File: src/rtl/cpu_pkg.sv
// Shared opcode, state and PC-select encodings for the
// multi-cycle CPU sequencer.
package cpu_pkg;

  localparam logic [3:0] OP_AND  = 4'b0000;
  localparam logic [3:0] OP_OR   = 4'b0001;
  localparam logic [3:0] OP_ADD  = 4'b0010;
  localparam logic [3:0] OP_SUB  = 4'b0011;
  localparam logic [3:0] OP_SLT  = 4'b0100;
  localparam logic [3:0] OP_XOR  = 4'b0101;
  localparam logic [3:0] OP_SHL  = 4'b0110;
  localparam logic [3:0] OP_JMP  = 4'b0111;
  localparam logic [3:0] OP_ADDI = 4'b1000;
  localparam logic [3:0] OP_ANDI = 4'b1001;
  localparam logic [3:0] OP_ORI  = 4'b1010;
  localparam logic [3:0] OP_LW   = 4'b1011;
  localparam logic [3:0] OP_SW   = 4'b1100;
  localparam logic [3:0] OP_BEQ  = 4'b1101;
  localparam logic [3:0] OP_BNE  = 4'b1110;
  localparam logic [3:0] OP_HALT = 4'b1111;

  typedef enum logic [2:0] {
    S_IDLE,
    S_FETCH,
    S_DECODE,
    S_EXEC,
    S_MEM,
    S_WB
  } state_t;

  localparam logic [1:0] PC_SEL_INC = 2'b00;
  localparam logic [1:0] PC_SEL_BR  = 2'b01;
  localparam logic [1:0] PC_SEL_JMP = 2'b10;

endpackage

File: src/rtl/seq_opclass.sv
// Opcode classifier: maps the 4-bit opcode to the
// instruction classes the sequencer branches on.
module seq_opclass
  import cpu_pkg::*;
(
  input  logic [3:0] op,
  output logic       is_jmp,
  output logic       is_br,
  output logic       is_mem,
  output logic       is_load,
  output logic       writes_reg
);

  always_comb begin
    is_jmp     = 1'b0;
    is_br      = 1'b0;
    is_mem     = 1'b0;
    is_load    = 1'b0;
    writes_reg = 1'b0;
    unique case (op)
      OP_JMP: is_jmp = 1'b1;
      OP_BEQ,
      OP_BNE: is_br = 1'b1;
      OP_LW: begin
        is_mem     = 1'b1;
        is_load    = 1'b1;
        writes_reg = 1'b1;
      end
      OP_SW: is_mem = 1'b1;
      OP_HALT: ;
      default: writes_reg = 1'b1;
    endcase
  end

endmodule

File: src/rtl/cpu_sequencer.sv
// Multi-cycle FETCH/DECODE/EXEC/MEM/WB sequencer with memory
// handshakes, write strobes, run/step/halt and retire counter.
module cpu_sequencer
  import cpu_pkg::*;
#(
  parameter int          RETIRE_W = 16,
  parameter logic [3:0]  HALT_OP  = 4'b1111
) (
  input  logic                clk,
  input  logic                rst_n,
  input  logic                run,
  input  logic                step,
  input  logic [3:0]          op,
  input  logic                jump,
  input  logic                branch,
  input  logic                write_mem,
  input  logic                write_reg,
  input  logic                wr_flag,
  input  logic                imem_ack,
  input  logic                dmem_ack,
  output logic                imem_req,
  output logic                ir_load,
  output logic                dmem_req,
  output logic                dmem_we,
  output logic                mdr_load,
  output logic                reg_we,
  output logic                flag_we,
  output logic                pc_en,
  output logic [1:0]          pc_sel,
  output logic                halted,
  output logic [RETIRE_W-1:0] retire_cnt
);

  state_t state, nxt;
  logic   retire;
  logic   is_jmp, is_br, is_mem, is_load, writes_reg;

  // Class comes from the opcode; the raw levels are informational.
  logic unused_lvls;
  assign unused_lvls = jump ^ write_reg;

  seq_opclass u_opclass (
    .op         (op),
    .is_jmp     (is_jmp),
    .is_br      (is_br),
    .is_mem     (is_mem),
    .is_load    (is_load),
    .writes_reg (writes_reg)
  );

  always_ff @(posedge clk or negedge rst_n) begin
    if (!rst_n) begin
      state      <= S_IDLE;
      retire_cnt <= '0;
    end else begin
      state <= nxt;
      if (retire) retire_cnt <= retire_cnt + 1'b1;
    end
  end

  assign halted = (state == S_IDLE);

  always_comb begin
    nxt      = state;
    retire   = 1'b0;
    imem_req = 1'b0;
    ir_load  = 1'b0;
    dmem_req = 1'b0;
    dmem_we  = 1'b0;
    mdr_load = 1'b0;
    reg_we   = 1'b0;
    flag_we  = 1'b0;
    pc_en    = 1'b0;
    pc_sel   = PC_SEL_INC;
    unique case (state)
      S_IDLE: begin
        if (run || step) nxt = S_FETCH;
      end
      S_FETCH: begin
        imem_req = 1'b1;
        if (imem_ack) begin
          ir_load = 1'b1;
          nxt     = S_DECODE;
        end
      end
      S_DECODE: begin
        nxt = (op == HALT_OP) ? S_IDLE : S_EXEC;
      end
      S_EXEC: begin
        if (is_jmp) begin
          pc_en  = 1'b1;
          pc_sel = PC_SEL_JMP;
          retire = 1'b1;
        end else if (is_br) begin
          pc_en  = 1'b1;
          pc_sel = branch ? PC_SEL_BR : PC_SEL_INC;
          retire = 1'b1;
        end else if (is_mem) begin
          nxt = S_MEM;
        end else begin
          nxt = S_WB;
        end
      end
      S_MEM: begin
        dmem_req = 1'b1;
        dmem_we  = write_mem;
        if (dmem_ack) begin
          if (is_load) begin
            mdr_load = 1'b1;
            nxt      = S_WB;
          end else begin
            pc_en  = 1'b1;
            retire = 1'b1;
          end
        end
      end
      S_WB: begin
        reg_we  = writes_reg;
        flag_we = wr_flag;
        pc_en   = 1'b1;
        retire  = 1'b1;
      end
      default: nxt = S_IDLE;
    endcase
    if (retire) nxt = run ? S_FETCH : S_IDLE;
  end

endmodule
File: config.mk
export PLATFORM = sky130hd
export DESIGN_NAME = cpu_sequencer
export DESIGN_NICKNAME = d
export VERILOG_FILES = /design/src/rtl/cpu_pkg.sv /design/src/rtl/seq_opclass.sv /design/src/rtl/cpu_sequencer.sv
export SDC_FILE = /design/constraint.sdc
export NUM_CORES = 1
export LEC_CHECK = 0
export BUFFER_PORTS_ARGS = -buffer_cell sky130_fd_sc_hd__buf_2
export CAP_MARGIN = 20
export CORE_ASPECT_RATIO = 1.5
export CORE_MARGIN = 2
export CORE_UTILIZATION = 54
export DETAILED_ROUTE_END_ITERATION = 10
export GPL_ROUTABILITY_DRIVEN = 0
export GPL_TIMING_DRIVEN = 1
export PLACE_DENSITY = 0.95
export SYNTH_ARGS = -nofsm -noshare
export SYNTH_HDL_FRONTEND = slang
export SYNTH_SLANG_ARGS = --single-unit
File: constraint.sdc
create_clock -name clk -period 2.46 [get_ports clk]
set_clock_uncertainty 0.15 [all_clocks]
set_input_delay 0.246 -clock clk [delete_from_list [all_inputs] [get_ports clk]]
set_output_delay 0.246 -clock clk [all_outputs]
set_load 0.02 [all_outputs]
==> results of run 1 <==
==> report_power, final <==
group	switching [mW]	internal, mW	total [mW]	leakage, nW
logic	0.329	0.216	0.545	0.429
clock network	0.0900	0.0631	0.153	0.0150
registers	0.109	0.370	0.479	0.255
total	0.528	0.649	1.18	0.699
==> per-stage QoR <==
step                hold slack (ns)    util  cell area (sq um)
finish                       0.1008  0.6504               1453
global route                 0.1191  0.6504               1453
CTS                          0.1051  0.6504               1453
detailed placement          0.05170  0.6342               1416
global placement            0.04289  0.6342               1416
floorplan                   -0.1996       -               1270
==> final timing paths <==
| kind | slack, ns | start | end | depth (start not counted) |
|---|---|---|---|---|
| hold reg to reg | 0.34 | retire_cnt[15] | retire_cnt[15] | 1 |
| min in group asynchronous | 0.26 | rst_n | retire_cnt[7] | 2 |
| hold / removal | 0.10 | imem_ack | state[0] | 4 |
| setup / recovery | 0.11 | state[2] | pc_en | 5 |
| setup reg to reg | 0.38 | state[2] | retire_cnt[1] | 5 |
| max in group asynchronous | 1.61 | rst_n | retire_cnt[12] | 2 |
==> critical path: cells and delay by family, from the launching register on <==
kind / cells / cell delay, ns
buf+inv: 2 / 0.24
compound gates: 1 / 0.48
flops: 1 / 0.53
simple gates: 2 / 0.41
==> logic make-up after synthesis <==
kind of cell,after synthesis,synth area share
buffers and inverters,17,0.08767
AOI/OAI and AO/OA,31,0.1951
and+or+nand+nor,42,0.2010
DFF,19,0.3744
adders and majority gates,1,0.009851
muxes,1,0.008866
xor gates and xnor gates,17,0.1232
==> layout make-up <==
type | count | area (sq um)
tap | 23 | 28.78
timing repair buffer | 41 | 212.7
multi-input combinational | 92 | 683.2
clock buffer | 4 | 26.28
fill | 189 | 780.7
sequential | 19 | 475.5
inverter | 7 | 26.28
==> synth_stat cells, types with 3 or more instances <==
library cell   n  area share
dfrtp_1       19        0.37
nor3_1         7       0.028
o21ai_0        6       0.024
nand2_1        5       0.015
clkbuf_1       4       0.012
inv_1          6       0.018
o2111ai_1      5       0.034
a21oi_1        5       0.020
xnor2_1       16        0.11
nand3_1        3       0.012
and3_1         5       0.025
buf_6          3       0.027
o211ai_1       5       0.030
nor2_1         7       0.021
==> routing by layer <==
metal	vias up	wire (um)	part of all wire
li1	541	-	-
met1	574	1054	0.39
met2	31	1480	0.55
met3	7	110	0.041
met4	0	55	0.020
met5	-	0	0
==> sequential cells by signal, indices dropped and copies added, names as in the netlist <==
signal / flops
retire_cnt: 16
state: 3
==> repair_timing <==
action | CTS | global route
hold buffers | 1 | 0
hold endpoints to repair | 19 | 0
endpoints found under the setup margin | 0 | 0
==> impl_metrics.py, run 1 <==
metrics = {
    "run_status": {
        "status": "completed",
    },
    "critical_path": {
        "crit_chain": "nor2b_1, o221a_2, nor2_4, inv_2, buf_2",
        "critical_path_class": "reg2out",
        "critPathMaxStageDelay_ns": 0.53,
        "cp-start-kind": "flop",
        "cp_slowest_cell": "dfrtp_1",
        "required_ns": 2.06,
        "end_kind": "output pin",
        "arrival_ns": 1.96,
        "worstPathMaxFanout": 16,
    },
    "clock_tree": {
        "postCtsSetupBuffers": 0,
        "path_clk_slew_ns": 0.10,
        "cts_resized": 0,
        "cts_tree": "yes",
        "cts.sinks": 19,
        "cts_root_buffer": "clkbuf_4",
        "insertion_delay_ns": 0.29,
        "numCtsBuffers": 3,
        "clock_path_buffers": 2,
        "htree_levels": 1,
    },
    "sta": {
        "final_hold_viol_count": 0,
        "drv_slew": 0,
        "worst_slew_pin_slew_ns": 0.4397,
        "fin_setup_tns_ns": 0,
        "fmax_ghz": 0.4249,
        "timing.final.crit_share": 0.9566,
        "setup_ws_ns": 0.1068,
        "period_minus_slack_ns": 2.353,
        "rsz0062_at_grt": "no",
        "setup_viol": 0,
        "slew_headroom": 0.7042,
    },
    "power_and_ir_drop": {
        "p_leak_nw": 0.6988,
        "p_per_area_nw_per_um2": 810.2,
        "p_total_mw": 1.177,
        "ir_drop_uv": 596.4,
    },
    "layout": {
        "final_cell_mix": "39 x buf_2, 19 x dfrtp_1, 16 x xnor2_1, 7 x nor2_1, 7 x nor3_1",
        "diodes": 0,
        "final_nets": 180,
        "instances_no_fill": 186,
        "drive_gt1_frac": 0.3252,
        "layout_commonest_cell": "buf_2",
        "area_growth_pct": 14.38,
    },
    "grt": {
        "grtUsageMet2": 0.3860,
        "grt.total_usage": 0.2201,
        "use_met3": 0.02292,
        "grt_start_max_net_pins": 20,
        "first_global_vias": 1082,
        "grt_pass1_wl_um": 4802,
        "antenna_found_initial": 0,
        "busiest_layer": "met2",
        "grt_overflow": 0,
        "grt.met1_usage": 0.2677,
    },
    "placed_design": {
        "port_buffers": 39,
        "place_ws_ns": 0.4312,
        "post-dp-hpwl_um": 2021,
        "place_inst": 181,
    },
    "logic_synthesis": {
        "synth_seq_area_share": 0.3744,
        "synth-edff-count": 0,
        "syn_avg_cell_area_sq_um": 9.922,
        "syn_nets": 144,
        "async_flop_share": 1.000,
        "synth_cell_types": 42,
        "synthFlopType": "dfrtp_1",
        "ys_warn_count": 0,
        "ys_seq_elements": 19,
        "syn_inst": 128,
        "syn_area_sq_um": 1270,
    },
    "hold_path": {
        "hp-class": "in2reg",
    },
    "drt": {
        "routed_wl_um": 2700,
        "drt_first_iter_violations": 26,
        "dr.pass1.iters": 4,
        "drc": 0,
        "via_per_inst": 6.199,
        "ant_nets": 0,
        "wire_per_inst_um": 14.52,
        "vias": 1153,
    },
    "die": {
        "rows": 21,
        "start_util": 0.5686,
        "die-area_sq_um": 2764,
        "core-area_sq_um": 2233,
        "die_h_um": 63.40,
        "ioPinCount": 42,
        "die_w_um": 43.60,
    },
    "run": {
        "drv_cap": 0,
    },
}
Note: power is estimated with default switching activity, not from simulation.
==> inputs of run 2 (changes only) <==
- CORE_MARGIN: 2 -> not set
==> run 2 against run 1 <==
  * Total power grew 2.8%
  * Global-route usage shrank 0.083 points
  * Via count shrank 1.1%
  * Critical path depth is the same
  * Critical path type unchanged
  * Flip-flop and latch count is the same
  * Critical endpoint unchanged
  * Design area grew 2.6%
==> impl_metrics.py, run 2 (synthesis gave the netlist of run 1 again) <==
metrics = {
    "run_status": {
        "status": "completed",
    },
    "die": {
        "start_util": 0.5686,
        "die_h_um": 61.40,
        "ioPinCount": 42,
        "die-area_sq_um": 2554,
        "core-area_sq_um": 2233,
        "rows": 21,
        "die_w_um": 41.60,
    },
    "power_and_ir_drop": {
        "p_total_mw": 1.210,
        "p_clk_frac": 0.131,
        "p_int_uw": 667.1,
        "p_switching_uw": 543.1,
        "ir_drop_uv": 531.6,
        "p_comb_frac": 0.490,
        "p_per_area_nw_per_um2": 812.2,
        "p_seq_frac": 0.379,
        "switching_share": 0.4488,
        "p_leak_nw": 0.7254,
    },
    "sta": {
        "timing.final.crit_share": 0.9462,
        "slew_headroom": 0.6520,
        "setup_viol": 0,
        "drv_slew": 0,
        "fmax_ghz": 0.4296,
        "final_hold_viol_count": 0,
        "worst_slew_pin_slew_ns": 0.5173,
        "fin_setup_tns_ns": 0,
        "rsz0062_at_grt": "no",
        "hold_ws_ns": 0.07662,
        "setup_ws_ns": 0.1324,
        "period_minus_slack_ns": 2.328,
    },
    "layout": {
        "instances_no_fill": 191,
        "largest_register_ffs": 16,
        "reg_top3": "retire_cnt x16, state x3",
        "layout_commonest_cell": "buf_2",
        "drive_gt1_frac": 0.3452,
        "regMostFlops": "retire_cnt",
        "finalCoreUtilization": 0.6672,
        "final_cell_mix": "39 x buf_2, 19 x dfrtp_1, 16 x xnor2_1, 7 x nor2_1, 7 x nor3_1",
        "diodes": 0,
        "final_area_sq_um": 1490,
        "area_growth_pct": 17.34,
        "final_nets": 185,
    },
    "critical_path": {
        "required_ns": 2.06,
        "critical_path_class": "reg2out",
        "worstPathMaxFanout": 16,
        "cp-start-kind": "flop",
        "arrival_ns": 1.93,
        "end_kind": "output pin",
    },
    "clock_tree": {
        "cts_root_buffer": "clkbuf_4",
        "cts_tree": "yes",
        "htree_levels": 1,
        "clock_path_buffers": 2,
        "cts_resized": 0,
        "insertion_delay_ns": 0.31,
        "cts.sinks": 19,
        "path_clk_slew_ns": 0.10,
        "numCtsBuffers": 3,
    },
    "grt": {
        "first_global_vias": 1004,
        "antenna_found_initial": 0,
        "grt_overflow": 0,
        "grt_start_max_net_pins": 20,
        "grt.total_usage": 0.2193,
        "grt_pass1_wl_um": 4333,
    },
    "drt": {
        "ant_nets": 0,
        "via_per_inst": 5.969,
        "dr.pass1.iters": 6,
        "routed_wl_um": 2803,
        "drc": 0,
        "wire_per_inst_um": 14.68,
        "vias": 1140,
        "drt_first_iter_violations": 46,
    },
    "placed_design": {
        "port_buffers": 39,
        "place_area_sq_um": 1424,
        "place_ws_ns": 0.3410,
        "post-dp-hpwl_um": 2105,
        "place_inst": 182,
    },
    "hold_path": {
        "hp-class": "in2reg",
    },
    "run": {
        "drv_cap": 0,
    },
}
==> run 2: cell types whose count changed in the layout (fill, tap and decap cells not counted) <==
cell and delta:
buf_4 +5
==> run 2: metal layers <==
metal / share of wire / wire, um / global-route usage / up-vias
li1: - / - / - / 548
met1: 0.40 / 1134 / 0.2542 / 537
met2: 0.53 / 1479 / 0.4085 / 48
met3: 0.042 / 118 / 0.01173 / 7
met4: 0.025 / 70 / 0.1198 / 0
met5: 0 / 0 / 0 / -
==> run 2: final cells by class <==
type                    count  area (sq um)
multi-input cells          92         683.2
clock buffers               4         26.28
fillers                   169         743.2
inverters                   7         26.28
repair buffers             46         250.2
well taps                  23         28.78
flip-flops and latches     19         475.5
==> run 2: power groups by stage <==
stage / clock network [mW] / registers, mW / logic, mW
floorplan: 0 / 0.467 / 0.430
global placement: 0 / 0.457 / 0.564
detailed placement: 0 / 0.463 / 0.579
CTS: 0.156 / 0.456 / 0.584
global route: 0.172 / 0.473 / 0.641
finish: 0.159 / 0.458 / 0.593
==> run 2: worst paths after layout <==
| path | endpoint | from | cells after the start | slack, ns |
|---|---|---|---|---|
| worst min-delay path | state[0] | run | 3 | 0.08 |
| max in group asynchronous | retire_cnt[0] | rst_n | 2 | 1.64 |
| worst max-delay path | pc_en | state[2] | 5 | 0.13 |
| min in group asynchronous | retire_cnt[12] | rst_n | 2 | 0.24 |
| worst max register to register | retire_cnt[11] | state[2] | 7 | 0.33 |
| worst min register to register | retire_cnt[15] | retire_cnt[15] | 1 | 0.34 |
==> run 2: timing repair <==
item	CTS	global route
setup endpoints to repair	0	1
hold endpoints to repair	19	0
hold buffers	1	0
setup buffers	0	4
==> run 2: critical path: stages, from the launching register on <==
cell     delay [ns]
dfrtp_1        0.54
nor2b_1        0.28
o221a_2        0.47
nor2_4         0.09
inv_2          0.08
buf_2          0.16
